==> config.mk <==
export PLATFORM = sky130hd
export DESIGN_NAME = load_store_unit
export DESIGN_NICKNAME = d
export VERILOG_FILES = /design/src/rtl/riscv_pkg.sv /design/src/rtl/lsu_align.sv /design/src/rtl/load_store_unit.sv
export SDC_FILE = /design/constraint.sdc
export NUM_CORES = 1
export LEC_CHECK = 0
export ABC_AREA = 1
export CELL_PAD_IN_SITES_DETAIL_PLACEMENT = 2
export CELL_PAD_IN_SITES_GLOBAL_PLACEMENT = 2
export CORE_AREA = 2 2 113 224
export DETAILED_ROUTE_END_ITERATION = 10
export DIE_AREA = 0 0 115 226
export MAX_ROUTING_LAYER = met4
export PLACE_DENSITY = 0.81
export SYNTH_ARGS = -nofsm -noshare
export SYNTH_HDL_FRONTEND = slang
export SYNTH_HIERARCHICAL = 1
export SYNTH_SLANG_ARGS = --single-unit
==> constraint.sdc <==
create_clock -name clk -period 2.5 [get_ports clk]
set_input_delay 0.25 -clock clk [delete_from_list [all_inputs] [get_ports clk]]
set_output_delay 0.25 -clock clk [all_outputs]
set_load 0.005 [all_outputs]
==> src/rtl/riscv_pkg.sv <==
// Shared types for the data-memory access path.
//   lsu_size_e  : funct3 access size encodings (B, H, W, BU, HU)
//   lsu_state_e : load/store unit handshake states
//   WORD_BYTES  : byte lanes per memory word
package riscv_pkg;

  localparam int WORD_BYTES = 4;

  typedef enum logic [2:0] {
    SZ_B  = 3'b000,
    SZ_H  = 3'b001,
    SZ_W  = 3'b010,
    SZ_BU = 3'b100,
    SZ_HU = 3'b101
  } lsu_size_e;

  typedef enum logic [2:0] {
    ST_IDLE,
    ST_REQ,
    ST_WAIT,
    ST_DONE,
    ST_ERR
  } lsu_state_e;

endpackage

==> src/rtl/lsu_align.sv <==
// Combinational lane logic for word-wide data memory accesses.
// Ports:
//   size_i       funct3 access size
//   addr_lo_i    byte offset within the word (addr[1:0])
//   wdata_i      raw store data (rs2)
//   rdata_i      raw word read from memory
//   be_o         byte enables for the access
//   wdata_o      store data replicated across the addressed lanes
//   rdata_o      selected load data, sign- or zero-extended
//   misaligned_o halfword/word access not on its natural boundary
//   illegal_o    size encoding that is not a valid load size
module lsu_align
  import riscv_pkg::*;
(
  input  logic [2:0]            size_i,
  input  logic [1:0]            addr_lo_i,
  input  logic [31:0]           wdata_i,
  input  logic [31:0]           rdata_i,
  output logic [WORD_BYTES-1:0] be_o,
  output logic [31:0]           wdata_o,
  output logic [31:0]           rdata_o,
  output logic                  misaligned_o,
  output logic                  illegal_o
);

  logic        [7:0]  byte_sel;
  logic        [15:0] half_sel;
  logic signed [7:0]  byte_s;
  logic signed [15:0] half_s;
  logic signed [31:0] byte_sx;
  logic signed [31:0] half_sx;

  always_comb begin
    byte_sel = rdata_i[7:0];
    case (addr_lo_i)
      2'd0:    byte_sel = rdata_i[7:0];
      2'd1:    byte_sel = rdata_i[15:8];
      2'd2:    byte_sel = rdata_i[23:16];
      default: byte_sel = rdata_i[31:24];
    endcase
  end

  assign half_sel = addr_lo_i[1] ? rdata_i[31:16] : rdata_i[15:0];

  // Widening a signed operand through a size cast replicates its sign bit.
  assign byte_s  = signed'(byte_sel);
  assign half_s  = signed'(half_sel);
  assign byte_sx = 32'(byte_s);
  assign half_sx = 32'(half_s);

  always_comb begin
    be_o         = '0;
    wdata_o      = wdata_i;
    rdata_o      = rdata_i;
    misaligned_o = 1'b0;
    illegal_o    = 1'b0;
    case (size_i)
      SZ_B, SZ_BU: begin
        be_o    = 4'b0001 << addr_lo_i;
        wdata_o = {4{wdata_i[7:0]}};
        rdata_o = (size_i == SZ_B) ? unsigned'(byte_sx) : {24'b0, byte_sel};
      end
      SZ_H, SZ_HU: begin
        be_o         = addr_lo_i[1] ? 4'b1100 : 4'b0011;
        wdata_o      = {2{wdata_i[15:0]}};
        rdata_o      = (size_i == SZ_H) ? unsigned'(half_sx) : {16'b0, half_sel};
        misaligned_o = addr_lo_i[0];
      end
      SZ_W: begin
        be_o         = 4'b1111;
        misaligned_o = (addr_lo_i != 2'b00);
      end
      default: illegal_o = 1'b1;
    endcase
  end

endmodule

==> src/rtl/load_store_unit.sv <==
// Data-memory access stage: turns an ALU address, store data and funct3
// size into a word-aligned req/gnt/rvalid memory transaction, returns the
// extended load data and stalls the pipeline while the access is in flight.
// Ports:
//   clk, rst       core clock, synchronous active-high reset
//   req_i          access request, held by the pipeline until done_o
//   we_i           1 = store, 0 = load
//   size_i         funct3 access size
//   addr_i         byte address
//   wdata_i        store data
//   rdata_o        extended load data (valid with done_o, no error)
//   done_o         one-cycle completion pulse
//   err_o          one-cycle error pulse with done_o
//   stall_o        request outstanding and not yet completing
//   mem_req_o ..   word-aligned memory request, write, byte enables,
//   mem_wdata_o    address and lane-replicated store data
//   mem_gnt_i      request accepted
//   mem_rvalid_i   read data valid
//   mem_rdata_i    read word
module load_store_unit
  import riscv_pkg::*;
#(
  parameter int unsigned MAX_WAIT = 15
) (
  input  logic        clk,
  input  logic        rst,
  input  logic        req_i,
  input  logic        we_i,
  input  logic [2:0]  size_i,
  input  logic [31:0] addr_i,
  input  logic [31:0] wdata_i,
  output logic [31:0] rdata_o,
  output logic        done_o,
  output logic        err_o,
  output logic        stall_o,
  output logic        mem_req_o,
  output logic        mem_we_o,
  output logic [3:0]  mem_be_o,
  output logic [31:0] mem_addr_o,
  output logic [31:0] mem_wdata_o,
  input  logic        mem_gnt_i,
  input  logic        mem_rvalid_i,
  input  logic [31:0] mem_rdata_i
);

  lsu_state_e  state_q;
  logic [7:0]  cnt_q;
  logic        mem_req_q;
  logic        done_q;
  logic        err_q;
  logic        we_q;

  logic [2:0]  size_q;
  logic [1:0]  addr_lo_q;
  logic [31:0] maddr_q;
  logic [3:0]  be_q;
  logic [31:0] wdata_q;
  logic [31:0] rdata_q;

  logic        in_idle;
  logic [2:0]  sel_size;
  logic [1:0]  sel_addr_lo;
  logic [3:0]  lane_be;
  logic [31:0] lane_wdata;
  logic [31:0] ext_rdata;
  logic        misaligned;
  logic        illegal;
  logic        bad_store;
  logic        access_err;
  logic        timeout;

  // In IDLE the lanes are computed from the incoming request; afterwards
  // the latched size/offset drive the load extraction.
  assign in_idle     = (state_q == ST_IDLE);
  assign sel_size    = in_idle ? size_i : size_q;
  assign sel_addr_lo = in_idle ? addr_i[1:0] : addr_lo_q;

  lsu_align u_align (
    .size_i       (sel_size),
    .addr_lo_i    (sel_addr_lo),
    .wdata_i      (wdata_i),
    .rdata_i      (mem_rdata_i),
    .be_o         (lane_be),
    .wdata_o      (lane_wdata),
    .rdata_o      (ext_rdata),
    .misaligned_o (misaligned),
    .illegal_o    (illegal)
  );

  // Unsigned sizes exist only for loads.
  assign bad_store  = we_i & ((size_i == SZ_BU) | (size_i == SZ_HU));
  assign access_err = illegal | misaligned | bad_store;
  // cnt_q counts completed REQ/WAIT cycles; this is the MAX_WAIT-th one.
  assign timeout    = (cnt_q == 8'(MAX_WAIT - 1));

  // Control FSM and timeout counter
  always_ff @(posedge clk) begin
    if (rst) begin
      state_q   <= ST_IDLE;
      cnt_q     <= '0;
      mem_req_q <= 1'b0;
      done_q    <= 1'b0;
      err_q     <= 1'b0;
      we_q      <= 1'b0;
    end else begin
      done_q <= 1'b0;
      err_q  <= 1'b0;
      case (state_q)
        ST_IDLE: begin
          cnt_q <= '0;
          if (req_i) begin
            we_q <= we_i;
            if (access_err) begin
              state_q <= ST_ERR;
              done_q  <= 1'b1;
              err_q   <= 1'b1;
            end else begin
              state_q   <= ST_REQ;
              mem_req_q <= 1'b1;
            end
          end
        end
        ST_REQ: begin
          cnt_q <= cnt_q + 8'd1;
          if (mem_gnt_i) begin
            mem_req_q <= 1'b0;
            if (we_q) begin
              state_q <= ST_DONE;
              done_q  <= 1'b1;
            end else begin
              state_q <= ST_WAIT;
            end
          end else if (timeout) begin
            mem_req_q <= 1'b0;
            state_q   <= ST_ERR;
            done_q    <= 1'b1;
            err_q     <= 1'b1;
          end
        end
        ST_WAIT: begin
          cnt_q <= cnt_q + 8'd1;
          if (mem_rvalid_i) begin
            state_q <= ST_DONE;
            done_q  <= 1'b1;
          end else if (timeout) begin
            state_q <= ST_ERR;
            done_q  <= 1'b1;
            err_q   <= 1'b1;
          end
        end
        default: state_q <= ST_IDLE;
      endcase
    end
  end

  // Request payload and returned load data
  always_ff @(posedge clk) begin
    if (in_idle && req_i) begin
      size_q    <= size_i;
      addr_lo_q <= addr_i[1:0];
      maddr_q   <= {addr_i[31:2], 2'b00};
      be_q      <= lane_be;
      wdata_q   <= lane_wdata;
    end
    if ((state_q == ST_WAIT) && mem_rvalid_i) begin
      rdata_q <= ext_rdata;
    end
  end

  // Payload registers carry no reset; registered control gates them so
  // every output reads zero after reset and outside its valid window.
  assign mem_req_o   = mem_req_q;
  assign mem_we_o    = mem_req_q & we_q;
  assign mem_be_o    = mem_req_q ? be_q    : '0;
  assign mem_addr_o  = mem_req_q ? maddr_q : '0;
  assign mem_wdata_o = mem_req_q ? wdata_q : '0;
  assign done_o      = done_q;
  assign err_o       = err_q;
  assign rdata_o     = (done_q & ~err_q & ~we_q) ? rdata_q : '0;
  assign stall_o     = req_i & ~done_q;

endmodule
==> flow_summary_export.csv <==
group,metric,value,unit
floorplan,dieArea,0.0260,mm^2
clocking,worstSkewPairLatency,0.43,ns
floorplan,ioPinCount,210,
synth,yosysMostFrequentCell,"nand2_1",
synth,synth_flop_cell,"edfxtp_1",
worst_setup_path,crit_path_max_fanout,7,
global_routing,grt_antenna_before_repair,1,
pwr,p_sw_share,37.0,%
worst_setup_path,slowest_stage,"dfxtp_2",
placed_design,gp_congestion,0.832,
pwr,power_density,980,mW/mm^2
floorplan,dieHeight,226,um
global_routing,track_usage,19.1,%
finish,seq_area,0.00340,mm^2
floorplan,rows,81,
synth,synth_edf_count,103,
sta,timing.hold.ws,0.366,ns
synth,ys_types,32,
pwr,intPower,0.00564,W
floorplan,initial_core_util,25.5,%
placed_design,dpl.hpwl,18.3,mm
pwr,clkPwrFrac,23.4,%
global_routing,grt_overflow,0,
worst_setup_path,cp_num_buf_inv,6,
floorplan,fp.dieW,115,um
floorplan,coreArea,0.0243,mm^2
finish,nFillCells,2747,
synth,synth_top_area_share,49.9,%
clocking,cts_buffer_depth,2,
clocking,postCtsHoldBufs,0,
placed_design,placed_area,0.00861,mm^2
worst_setup_path,cp.required,2.82,ns
run_status,status,"completed",
synth,ys_warn_count,6,
global_routing,grt_pass1_wl,35.4,mm
synth,netlist_area,0.00620,mm^2
clocking,cts_sinks,118,
sta,maxSlewViolCount,0,
worst_setup_path,cp.arrival,2.63,ns
finish,fin_nets,1056,
synth,ys_ff_latch,118,
run,maxCapViolations,0,
synth,ys_top_cells_by_count,"nand2_1 (238), inv_1 (129), edfxtp_1 (103)",
detailed_routing,finalWirelength,23.7,mm
sta,post-route-period-util,92.6,%
sta,min_period,2.32,ns
finish,finalInstanceArea,0.00913,mm^2
clocking,tritoncts,"built",
sta,fin_skew,0.00468,ns
pwr,totalPowerFinal,0.00895,W
pwr,leakagePower,4.22,nW
worst_setup_path,start_kind,"flip-flop",
sta,finalSetupViolations,0,
synth,ys_seq_area_share,54.8,%
worst_setup_path,end_kind,"flip-flop",
finish,area_growth,47.4,%
detailed_routing,drc,0,
global_routing,grt_max_degree,38,
pwr,p_sw,0.00331,W
worst_setup_path,cpMostUsedCell,"nand2_1",
clocking,root_buffer,"clkbuf_16",
finish,multiInputGateArea,0.00208,mm^2
pwr,power_frac_seq,34.0,%
synth,syn_inst,735,
synth,synth.avg_cell_area,8.43,um^2
sta,fmax,432,MHz
detailed_routing,vias,5677,
clocking,cts_made_buffers,17,
sta,finalHoldViolations,0,
clocking,clkTransAtPathRegs,0.05,ns
detailed_routing,dr.pass1.iters,4,
global_routing,grt_pass1_vias,6281,
detailed_routing,vias_per_cell,4.53,
worst_setup_path,worstSetupPathType,"flip-flop to flip-flop",
worst_hold_path,hold_path_class,"input pin to flip-flop",
finish,final_cells,1253,
pwr,power_frac_comb,42.6,%
worst_setup_path,path_delay_family,"simple AND/OR/NAND/NOR gates",
detailed_routing,wire_per_inst,18.9,um
worst_setup_path,crit_chain,"inv_1 -> nand2_1 -> nor2_4 -> inv_1 -> buf_4 -> o21ai_4 -> inv_2 -> nand2_2 -> inv_4 -> nand2_1 -> a21oi_2 -> nor2_1 -> nand2_1 -> nand3_1 -> nand3_1 -> nand2_1 -> inv_1",
clocking,cts_max_level,4,
pwr,ir_worst_vdd,0.467,mV
placed_design,io_buffers,207,
synth,synth_top_area_cell,"edfxtp_1",
detailed_routing,ant_nets,0,
finish,drive_gt1_share,10.3,%
synth,synthArstFlopShare,0,%
sta,tns,0,ns
synth,synthTopCellsByArea,"edfxtp_1 (50%), nand2_1 (14%), inv_1 (7.8%)",
worst_setup_path,worst_path_largest_cell_delay,0.34,ns
placed_design,placed_cells_incl_taps,1218,
detailed_routing,drt-initial-drc-count,189,
worst register-to-register path, delay by kind of cell (launching register included):
family | cells | cell delay, ns
AO/OA/AOI/OAI | 2 | 0.30
buffers and inverters | 6 | 0.52
AND/OR/NAND/NOR | 9 | 1.05
flip-flops | 1 | 0.34
final timing paths:
| kind | startpoint | to | slack (ns) | depth (start not counted) |
|---|---|---|---|---|
| max | state_q[1] | state_q[2] | 0.18 | 17 |
| min | addr_i[16] | maddr_q[16] | 0.37 | 1 |
| max reg2reg | state_q[1] | state_q[2] | 0.18 | 17 |
| min reg2reg | cnt_q[4] | cnt_q[4] | 0.50 | 2 |
sequential cells by signal, summed over array words and instances (netlist names), 2 cells and up:
name,cells
addr_lo_q,2
be_q,4
cnt_q,8
maddr_q,30
rdata_q,32
size_q,3
state_q,3
wdata_q,32
kinds of logic (layout without fill, tap and decap cells):
| group | after synthesis | after routing | share of synthesized area, % |
|---|---|---|---|
| other cells | 1 | 4 | 0.0605 |
| simple gates | 392 | 392 | 28.5 |
| buf+inv | 174 | 399 | 12.1 |
| fa+ha+maj | 2 | 2 | 0.404 |
| compound gates | 48 | 48 | 4.22 |
| flops | 118 | 118 | 54.8 |
through the flow:
step / setup slack, ns / util (%)
after floorplan: 0.359 / -
after global placement: 0.251 / 35.4
after detailed placement: 0.0908 / 35.4
after CTS: 0.0381 / 37.4
after global routing: -0.0690 / 37.5
final: 0.185 / 37.5
routing by layer:
layer  vias to the layer above  GRT usage, %  share of wire, %  routed length [um]
met4                         0          10.6               4.8                1140
met1                      2734          17.1                33                7880
met3                        52          4.46               4.0                 957
met2                       172          35.9                58               13700
met5                         -             -                 0                   0
li1                       2719             -                 -                   -
cell type report:
class                           count  area share (%)
Antenna cell                        2          0.0548
Clock buffer                       22            4.86
Clock inverter                      9           0.411
Inverter                          136            5.62
Multi-Input combinational cell    444            22.8
Sequential cell                   118            37.2
Tap cell                          290            3.97
Timing Repair Buffer              232            25.1
cell usage in the layout (no fill, tap or decap), drive strengths merged:
cell type / n
clkbuf: 22
edfxtp: 103
clkinv: 9
nand3b: 2
o211ai: 4
a21oi: 15
a22oi: 1
dfxtp: 15
diode: 2
o21ai: 26
clkdlybuf4s50: 207
inv: 136
nand4: 2
nor2: 68
ha: 2
buf: 25
conb: 2
o21a: 1
nand3: 69
nand2: 246
or2: 5
o21bai: 1
timing repair:
action | in CTS | in global routing
setup buffers | 0 | 2
gates resized for setup | 0 | 9
endpoints found under the setup margin | 0 | 31
power groups by stage:
stage / Clock, W / Combinational, W / Sequential, W
floorplan: 0 / 0.00205 / 0.00303
global placement: 0 / 0.00363 / 0.00305
detailed placement: 0 / 0.00378 / 0.00308
CTS: 0.00216 / 0.00382 / 0.00305
global route: 0.00224 / 0.00422 / 0.00309
finish: 0.00209 / 0.00381 / 0.00304
Power figures use the tool's default switching activity.
